$ cat config.mk
export PLATFORM = sky130hd
export DESIGN_NAME = redirect_ctrl
export DESIGN_NICKNAME = d
export VERILOG_FILES = /design/src/rtl/redirect_ctrl_pkg.sv /design/src/rtl/redirect_ctrl_fencei_seq.sv /design/src/rtl/redirect_ctrl.sv
export SDC_FILE = /design/constraint.sdc
export NUM_CORES = 1
export LEC_CHECK = 0
export ABC_AREA = 1
export ABC_CLOCK_PERIOD_IN_PS = 2250
export CORE_MARGIN = 3
export CORE_UTILIZATION = 42
export CTS_CLUSTER_DIAMETER = 60
export CTS_CLUSTER_SIZE = 20
export DETAILED_ROUTE_END_ITERATION = 16
export GPL_ROUTABILITY_DRIVEN = 0
export PLACE_DENSITY = 0.82
export RECOVER_POWER = 25
export SYNTH_ARGS = -nofsm -noshare
export SYNTH_HDL_FRONTEND = slang
export SYNTH_SLANG_ARGS = --single-unit
$ cat constraint.sdc
create_clock -name clock -period 2.25 [get_ports clock]
set_clock_uncertainty 0.2 [all_clocks]
set_input_delay 0.225 -clock clock [delete_from_list [all_inputs] [get_ports clock]]
set_output_delay 0.225 -clock clock [all_outputs]
set_load 0.02 [all_outputs]
$ cat src/rtl/redirect_ctrl_pkg.sv
// ---------------------------------------------------------------------------
// redirect_ctrl_pkg
// Shared types for the front-end redirect controller.
//   PC_W           : width of the pc field carried in redirect_pkt_t
//   redir_src_e    : which event produced a redirect / kill
//   redirect_pkt_t : arbitration result {valid, pc, src}
//   kills_backend  : tells whether a packet squashes decode and the back end
// ---------------------------------------------------------------------------
package redirect_ctrl_pkg;

    // The packet pc field is fixed at the default XLEN; the top casts to and
    // from its own XLEN so the struct stays a plain packed type.
    localparam int unsigned PC_W = 32;

    typedef enum logic [2:0] {
        NONE,
        DEC,
        MISPRED,
        TRAP,
        MRET,
        FENCE_I
    } redir_src_e;

    typedef struct packed {
        logic            valid;
        logic [PC_W-1:0] pc;
        redir_src_e      src;
    } redirect_pkt_t;

    // Commit-class redirects and the fence.i entry pulse (src FENCE_I without
    // a valid redirect) kill everything behind fetch. The fence.i final
    // redirect and decode redirects leave decode/back end alone.
    function automatic logic kills_backend(input redir_src_e src, input logic valid);
        return (src == MISPRED) || (src == TRAP) || (src == MRET) ||
               ((src == FENCE_I) && !valid);
    endfunction

endpackage

$ cat src/rtl/redirect_ctrl_fencei_seq.sv
// ---------------------------------------------------------------------------
// fencei_seq
// fence.i sequencer: IDLE -> DRAIN -> FLUSH -> REDIR -> IDLE.
//   clock, reset    : clock, synchronous active-high reset
//   start_i         : accepted fence.i at commit (only honoured in IDLE)
//   npc_i           : fence.i pc+4, latched on start
//   sq_empty_i      : store queue drained
//   flush_done_i    : I-cache flush complete pulse (ignored outside FLUSH)
//   busy_o          : sequencer not IDLE (drives commit_hold)
//   ic_flush_req_o  : registered I-cache flush request level
//   redir_o         : FLUSH completing this cycle; redirect is issued next cycle
//   redir_pc_o      : latched fence.i pc+4
// ---------------------------------------------------------------------------
module fencei_seq
#(
    parameter int unsigned XLEN          = 32,
    parameter int unsigned DRAIN_TIMEOUT = 1023
)
(
    input  logic            clock,
    input  logic            reset,
    input  logic            start_i,
    input  logic [XLEN-1:0] npc_i,
    input  logic            sq_empty_i,
    input  logic            flush_done_i,
    output logic            busy_o,
    output logic            ic_flush_req_o,
    output logic            redir_o,
    output logic [XLEN-1:0] redir_pc_o
);

    // One spare bit above what DRAIN_TIMEOUT needs so the saturating counter
    // can never wrap back onto the compare value.
    localparam int unsigned CNT_W = $clog2(DRAIN_TIMEOUT + 1) + 1;

    typedef enum logic [1:0] {
        S_IDLE,
        S_DRAIN,
        S_FLUSH,
        S_REDIR
    } state_e;

    state_e           state_q;
    logic [CNT_W-1:0] cnt_q;
    logic [CNT_W-1:0] cntInc;
    logic             timeoutHit;
    logic             flushReq_q;
    logic [XLEN-1:0]  npc_q;

    // cntInc counts the current DRAIN cycle too, so a timeout of N gives
    // exactly N DRAIN cycles before FLUSH. A timeout of 0 disables the watchdog.
    always_comb begin
        cntInc     = cnt_q + CNT_W'(1);
        timeoutHit = (DRAIN_TIMEOUT != 0) && (cntInc == CNT_W'(DRAIN_TIMEOUT));
    end

    // The whole sequence lives in this one block: state, drain watchdog,
    // the flush request level and the latched return pc.
    always_ff @(posedge clock) begin
        if (reset) begin
            state_q    <= S_IDLE;
            cnt_q      <= '0;
            flushReq_q <= 1'b0;
            npc_q      <= '0;
        end else begin
            case (state_q)
                S_IDLE: begin
                    if (start_i) begin
                        state_q <= S_DRAIN;
                        cnt_q   <= '0;
                        npc_q   <= npc_i;
                    end
                end
                S_DRAIN: begin
                    if (cnt_q != '1) begin
                        cnt_q <= cntInc;
                    end
                    if (sq_empty_i || timeoutHit) begin
                        state_q    <= S_FLUSH;
                        flushReq_q <= 1'b1;
                    end
                end
                S_FLUSH: begin
                    if (flush_done_i) begin
                        state_q    <= S_REDIR;
                        flushReq_q <= 1'b0;
                    end
                end
                S_REDIR: begin
                    state_q <= S_IDLE;
                end
                default: begin
                    state_q    <= S_IDLE;
                    flushReq_q <= 1'b0;
                end
            endcase
        end
    end

    always_comb begin
        busy_o         = (state_q != S_IDLE);
        ic_flush_req_o = flushReq_q;
        redir_o        = (state_q == S_FLUSH) && flush_done_i;
        redir_pc_o     = npc_q;
    end

endmodule

$ cat src/rtl/redirect_ctrl.sv
// ---------------------------------------------------------------------------
// redirect_ctrl
// Arbitrates front-end redirects (decode JAL, commit mispredict/trap/mret,
// fence.i) and drives one registered redirect plus per-stage kills.
// Optional build macro: REDIRECT_PERF_CNT_EN adds four 32-bit event counters.
//   clock, reset                 : clock, synchronous active-high reset
//   dec_br_error / dec_br_npc    : decode JAL mispredict and target
//   cmt_mispred / cmt_target     : commit branch/JALR mispredict and fix pc
//   cmt_trap / trap_vec          : ecall trap and mtvec
//   cmt_mret / mret_pc           : mret and mepc
//   cmt_fence_i / fence_npc      : fence.i and its pc+4
//   sq_empty, ic_flush_done      : fence.i handshakes
//   ic_flush_req                 : I-cache flush request level
//   redirect_valid / redirect_pc : 1-cycle redirect to fetch
//   ifu_kill, dec_kill, be_flush : 1-cycle per-stage kills
//   commit_hold                  : stall commit while fence.i sequences
//   perf_* (macro only)          : dec/commit/trap/fence.i event counts
// ---------------------------------------------------------------------------
module redirect_ctrl
    import redirect_ctrl_pkg::*;
#(
    parameter int unsigned XLEN          = PC_W,
    parameter int unsigned DRAIN_TIMEOUT = 1023
)
(
    input  logic            clock,
    input  logic            reset,
    input  logic            dec_br_error,
    input  logic [XLEN-1:0] dec_br_npc,
    input  logic            cmt_mispred,
    input  logic [XLEN-1:0] cmt_target,
    input  logic            cmt_trap,
    input  logic [XLEN-1:0] trap_vec,
    input  logic            cmt_mret,
    input  logic [XLEN-1:0] mret_pc,
    input  logic            cmt_fence_i,
    input  logic [XLEN-1:0] fence_npc,
    input  logic            sq_empty,
    input  logic            ic_flush_done,
    output logic            ic_flush_req,
    output logic            redirect_valid,
    output logic [XLEN-1:0] redirect_pc,
    output logic            ifu_kill,
    output logic            dec_kill,
    output logic            be_flush,
    output logic            commit_hold
`ifdef REDIRECT_PERF_CNT_EN
    ,
    output logic [31:0]     perf_dec_redir,
    output logic [31:0]     perf_cmt_redir,
    output logic [31:0]     perf_trap,
    output logic [31:0]     perf_fence_i
`endif
);

    redirect_pkt_t   pkt;
    logic            fenceStart;
    logic            seqBusy;
    logic            seqRedir;
    logic [XLEN-1:0] seqRedirPc;
    logic            killActive;
    logic            killAll_d;
    logic            ifuKill_d;

    logic            redirectValid_q;
    logic [XLEN-1:0] redirectPc_q;
    logic            ifuKill_q;
    logic            decKill_q;
    logic            beFlush_q;

    fencei_seq #(
        .XLEN          (XLEN),
        .DRAIN_TIMEOUT (DRAIN_TIMEOUT)
    ) uSeq (
        .clock          (clock),
        .reset          (reset),
        .start_i        (fenceStart),
        .npc_i          (fence_npc),
        .sq_empty_i     (sq_empty),
        .flush_done_i   (ic_flush_done),
        .busy_o         (seqBusy),
        .ic_flush_req_o (ic_flush_req),
        .redir_o        (seqRedir),
        .redir_pc_o     (seqRedirPc)
    );

    // Pick at most one event per cycle. Losers are simply dropped. While the
    // fence.i sequencer is busy only its own final redirect can win. A decode
    // redirect is also refused while a kill is already on the wire, since the
    // JAL that raised it is being squashed in this same cycle.
    always_comb begin
        pkt        = '{valid: 1'b0, pc: '0, src: NONE};
        fenceStart = 1'b0;
        killActive = ifuKill_q || decKill_q || beFlush_q;
        if (seqRedir) begin
            pkt = '{valid: 1'b1, pc: PC_W'(seqRedirPc), src: FENCE_I};
        end else if (!seqBusy) begin
            if (cmt_trap) begin
                pkt = '{valid: 1'b1, pc: PC_W'(trap_vec), src: TRAP};
            end else if (cmt_mret) begin
                pkt = '{valid: 1'b1, pc: PC_W'(mret_pc), src: MRET};
            end else if (cmt_mispred) begin
                pkt = '{valid: 1'b1, pc: PC_W'(cmt_target), src: MISPRED};
            end else if (cmt_fence_i) begin
                pkt.src    = FENCE_I;
                fenceStart = 1'b1;
            end else if (dec_br_error && !killActive) begin
                pkt = '{valid: 1'b1, pc: PC_W'(dec_br_npc), src: DEC};
            end
        end
        killAll_d = kills_backend(pkt.src, pkt.valid);
        ifuKill_d = killAll_d || (pkt.src == DEC);
    end

    // Register every pulse so fetch/decode/back end see clean one-cycle
    // strobes the cycle after the event. redirect_pc holds its last value
    // between redirects.
    always_ff @(posedge clock) begin
        if (reset) begin
            redirectValid_q <= 1'b0;
            redirectPc_q    <= '0;
            ifuKill_q       <= 1'b0;
            decKill_q       <= 1'b0;
            beFlush_q       <= 1'b0;
        end else begin
            redirectValid_q <= pkt.valid;
            if (pkt.valid) begin
                redirectPc_q <= XLEN'(pkt.pc);
            end
            ifuKill_q <= ifuKill_d;
            decKill_q <= killAll_d;
            beFlush_q <= killAll_d;
        end
    end

    always_comb begin
        redirect_valid = redirectValid_q;
        redirect_pc    = redirectPc_q;
        ifu_kill       = ifuKill_q;
        dec_kill       = decKill_q;
        be_flush       = beFlush_q;
        commit_hold    = seqBusy;
    end

`ifdef REDIRECT_PERF_CNT_EN
    logic [31:0] perfDec_q;
    logic [31:0] perfCmt_q;
    logic [31:0] perfTrap_q;
    logic [31:0] perfFence_q;

    // Count only the winning event, on the same edge that launches its pulse.
    always_ff @(posedge clock) begin
        if (reset) begin
            perfDec_q   <= '0;
            perfCmt_q   <= '0;
            perfTrap_q  <= '0;
            perfFence_q <= '0;
        end else begin
            if (pkt.src == DEC) begin
                perfDec_q <= perfDec_q + 32'd1;
            end
            if ((pkt.src == MISPRED) || (pkt.src == MRET)) begin
                perfCmt_q <= perfCmt_q + 32'd1;
            end
            if (pkt.src == TRAP) begin
                perfTrap_q <= perfTrap_q + 32'd1;
            end
            if (fenceStart) begin
                perfFence_q <= perfFence_q + 32'd1;
            end
        end
    end

    always_comb begin
        perf_dec_redir = perfDec_q;
        perf_cmt_redir = perfCmt_q;
        perf_trap      = perfTrap_q;
        perf_fence_i   = perfFence_q;
    end
`endif

    // commit_hold should make commit-class events impossible mid-sequence.
    noCommitWhileBusy: assert property (@(posedge clock) disable iff (reset)
        seqBusy |-> !(cmt_trap || cmt_mret || cmt_mispred));

endmodule

==> flow_metrics.tcl <==
set metrics [dict create \
    io_pins 207 \
    relSlewSlack_pct 71.2 \
    die_x_um 108 \
    cts_tree "built" \
    area_delta_synth_final_pct 54.9 \
    post-route-drc-count 0 \
    criticalPathCategory "register to register" \
    wl_per_cell_um 17.5 \
    crit_start "uSeq.cnt_q[1]" \
    slew_viol_final 0 \
    cts-htree-levels 3 \
    power_leakage_nw 2.55 \
    initialDrtViolationCount 460 \
    drive_above_1_share_pct 8.73 \
    portBuffers 206 \
    r2r_start "uSeq.cnt_q[1]" \
    dp_hpwl_um 12900 \
    dpl.cell_count 966 \
    cap_violations 0 \
    syn_inst 650 \
    avgSynthCellArea_sq_um 6.76 \
    postRouteAntennaNets 0 \
    tightest_slew_ps 433 \
    yosysSeqAreaShare_pct 36.9 \
    nNetsFinal 1018 \
    start_util_pct 44.1 \
    die_h_um 108 \
    syn-cell-area_sq_mm 0.00439 \
    ys_types 33 \
    rows 36 \
    powerDensity_mw_per_mm2 893 \
    rsz0062_at_grt "no" \
    ir_worst_vdd_mv 0.490 \
    yosysTopAreaCell "dfxtp_1" \
    async_flop_share_pct 0 \
    via_per_inst 5.52 \
    hold_violations 0 \
    clkSinkCount 81 \
    antenna_found_initial 2 \
    yosysMostFrequentCell "nand2_1" \
    grt_pass1_wl_um 25600 \
    synth_top_area_share_pct 36.9 \
    clkSlewWorstSetupHoldPaths_ps 80 \
    top_usage_layer "met2" \
    critPathLaunchType "register" \
    grt_pass1_vias 5134 \
    yosys-top-cells-count "nand2_1 (134), nor2_1 (85), dfxtp_1 (81)" \
    core_sq_mm 0.00995 \
    hp-start "redirect_pc[2]" \
    finalSetupTns_ps 0 \
    postCtsHoldBufs 0 \
    cts_root_buf "clkbuf_8" \
    worstSkewPairLatency_ps 360 \
    finalSetupViolCount 0 \
    path_max_fanout 5 \
    clk_path_buf_depth 2 \
    instances_no_fill 983 \
    synth-warning-count 0 \
    status "finished, final reports clean" \
    grt_max_degree 34 \
    dieArea_sq_mm 0.0117 \
    cp_data_arrival_time_ps 2110 \
    period_share_pct 90.3 \
    layout_min_cycle_time_ps 2030 \
    wl_um 17200 \
    route.vias.total 5423 \
    timing.fmax_mhz 492 \
    synth_edf_count 0 \
    critPathCaptureType "register" \
    gr-usage-met1_pct 31.6 \
    met2_usage_pct 49.3 \
    cp.required_ps 2330 \
    hold_class "register to register" \
    drt-pass1-iter-count 5 \
    whs_ps 278 \
    grtUsageMet3_pct 7.88 \
    ys_seq_elements 81 \
    synth_nets 824 \
    synth.area.top_cells "dfxtp_1 (37%), nand2_1 (11%), nand3_1 (7.7%)" \
    overflow 0 \
    cts_made_buffers 9 \
    synth_ff_type "dfxtp_1" \
    grt_usage_pct 28.0 \
]
[where the power goes]
part           switching (mW)  internal [mW]  total, mW
registers               0.245           1.77       2.02
logic                    1.78           1.25       3.03
clock network           0.529          0.505       1.03
[path summary, 6_finish.rpt]
kind | cells past startpoint | slack, ps | endpoint
worst max register to register | 10 | 220 | uSeq.ic_flush_req_o
worst min register to register | 2 | 280 | redirect_pc[2]
worst min-delay path | 2 | 280 | redirect_pc[2]
worst max-delay path | 10 | 220 | uSeq.ic_flush_req_o
[through the flow]
step | power [mW] | setup slack [ps] | util (%) | instance area [sq um]
3_5_place_dp | 5.07 | 133 | 66.4 | 6610
2_1_floorplan | 3.88 | 449 | - | 4390
3_3_place_gp | 4.95 | 237 | 66.4 | 6610
4_1_cts | 6.10 | 133 | 68.2 | 6790
5_1_grt | 6.48 | 13.8 | 68.3 | 6800
6_report | 6.08 | 219 | 68.3 | 6800
[kinds of logic (layout without fill, tap and decap cells)]
kind of cell / count (synthesis) / after routing / synth area share [%]
other cells: 0 / 2 / 0
compound gates: 170 / 170 / 22.9
buf+inv: 81 / 279 / 8.03
simple gates: 311 / 311 / 30.3
xor+xnor: 2 / 2 / 0.399
fa+ha+maj: 5 / 5 / 1.42
flops: 81 / 81 / 36.9
[cell usage in the layout (no fill, tap or decap), drive strengths merged, types with 2 or more instances in the layout]
cell type	n
clkdlybuf4s50	177
nor2	95
o21ai	54
ha	5
buf	24
clkinv	2
nand3	72
diode	2
dlygate4sd3	28
dfxtp	81
inv	32
a31oi	28
nand4	2
clkbuf	11
clkinvlp	3
a21oi	52
o211ai	29
nand2	141
a221oi	4
xor2	2
[critical path, cell delays in order (launching register included)]
cell and delay (ps):
dfxtp_1 400, ha_1 250, nand2_2 100, nor2_2 130, nand2_2 80, xor2_1 150
nor2_1 170, nand3_2 110, nand2_4 100, nand3_1 90, a21oi_1 180
[layout make-up]
cell class                 count  area (sq um)
fill                         877          3150
multi-input combinational    488          2430
timing repair buffer         231          2270
sequential                    81          1620
tap                          133           166
clock buffer                  10           128
inverter                      33           125
clock inverter                 5          57.6
antenna                        2          5.00
[per-layer routing]
metal	wire length, um	share of wire, %
met1	6300	37
met2	8500	50
met3	1800	10
met4	559	3.3
met5	0	0
[registers in the layout (all words and copies together), names as in the netlist]
name                 cells
uSeq.redir_pc_o         32
ifu_kill                 1
redirect_pc             32
uSeq.ic_flush_req_o      1
redirect_valid           1
uSeq.cnt_q              11
be_flush                 1
uSeq.state_q             2
[timing repair]
item                       CTS  global route
setup endpoints to repair    1             6
resized for setup            1             2
gates cloned                 0             0
buffers inserted             0             0
No activity file was read; power rests on OpenSTA's default activity.
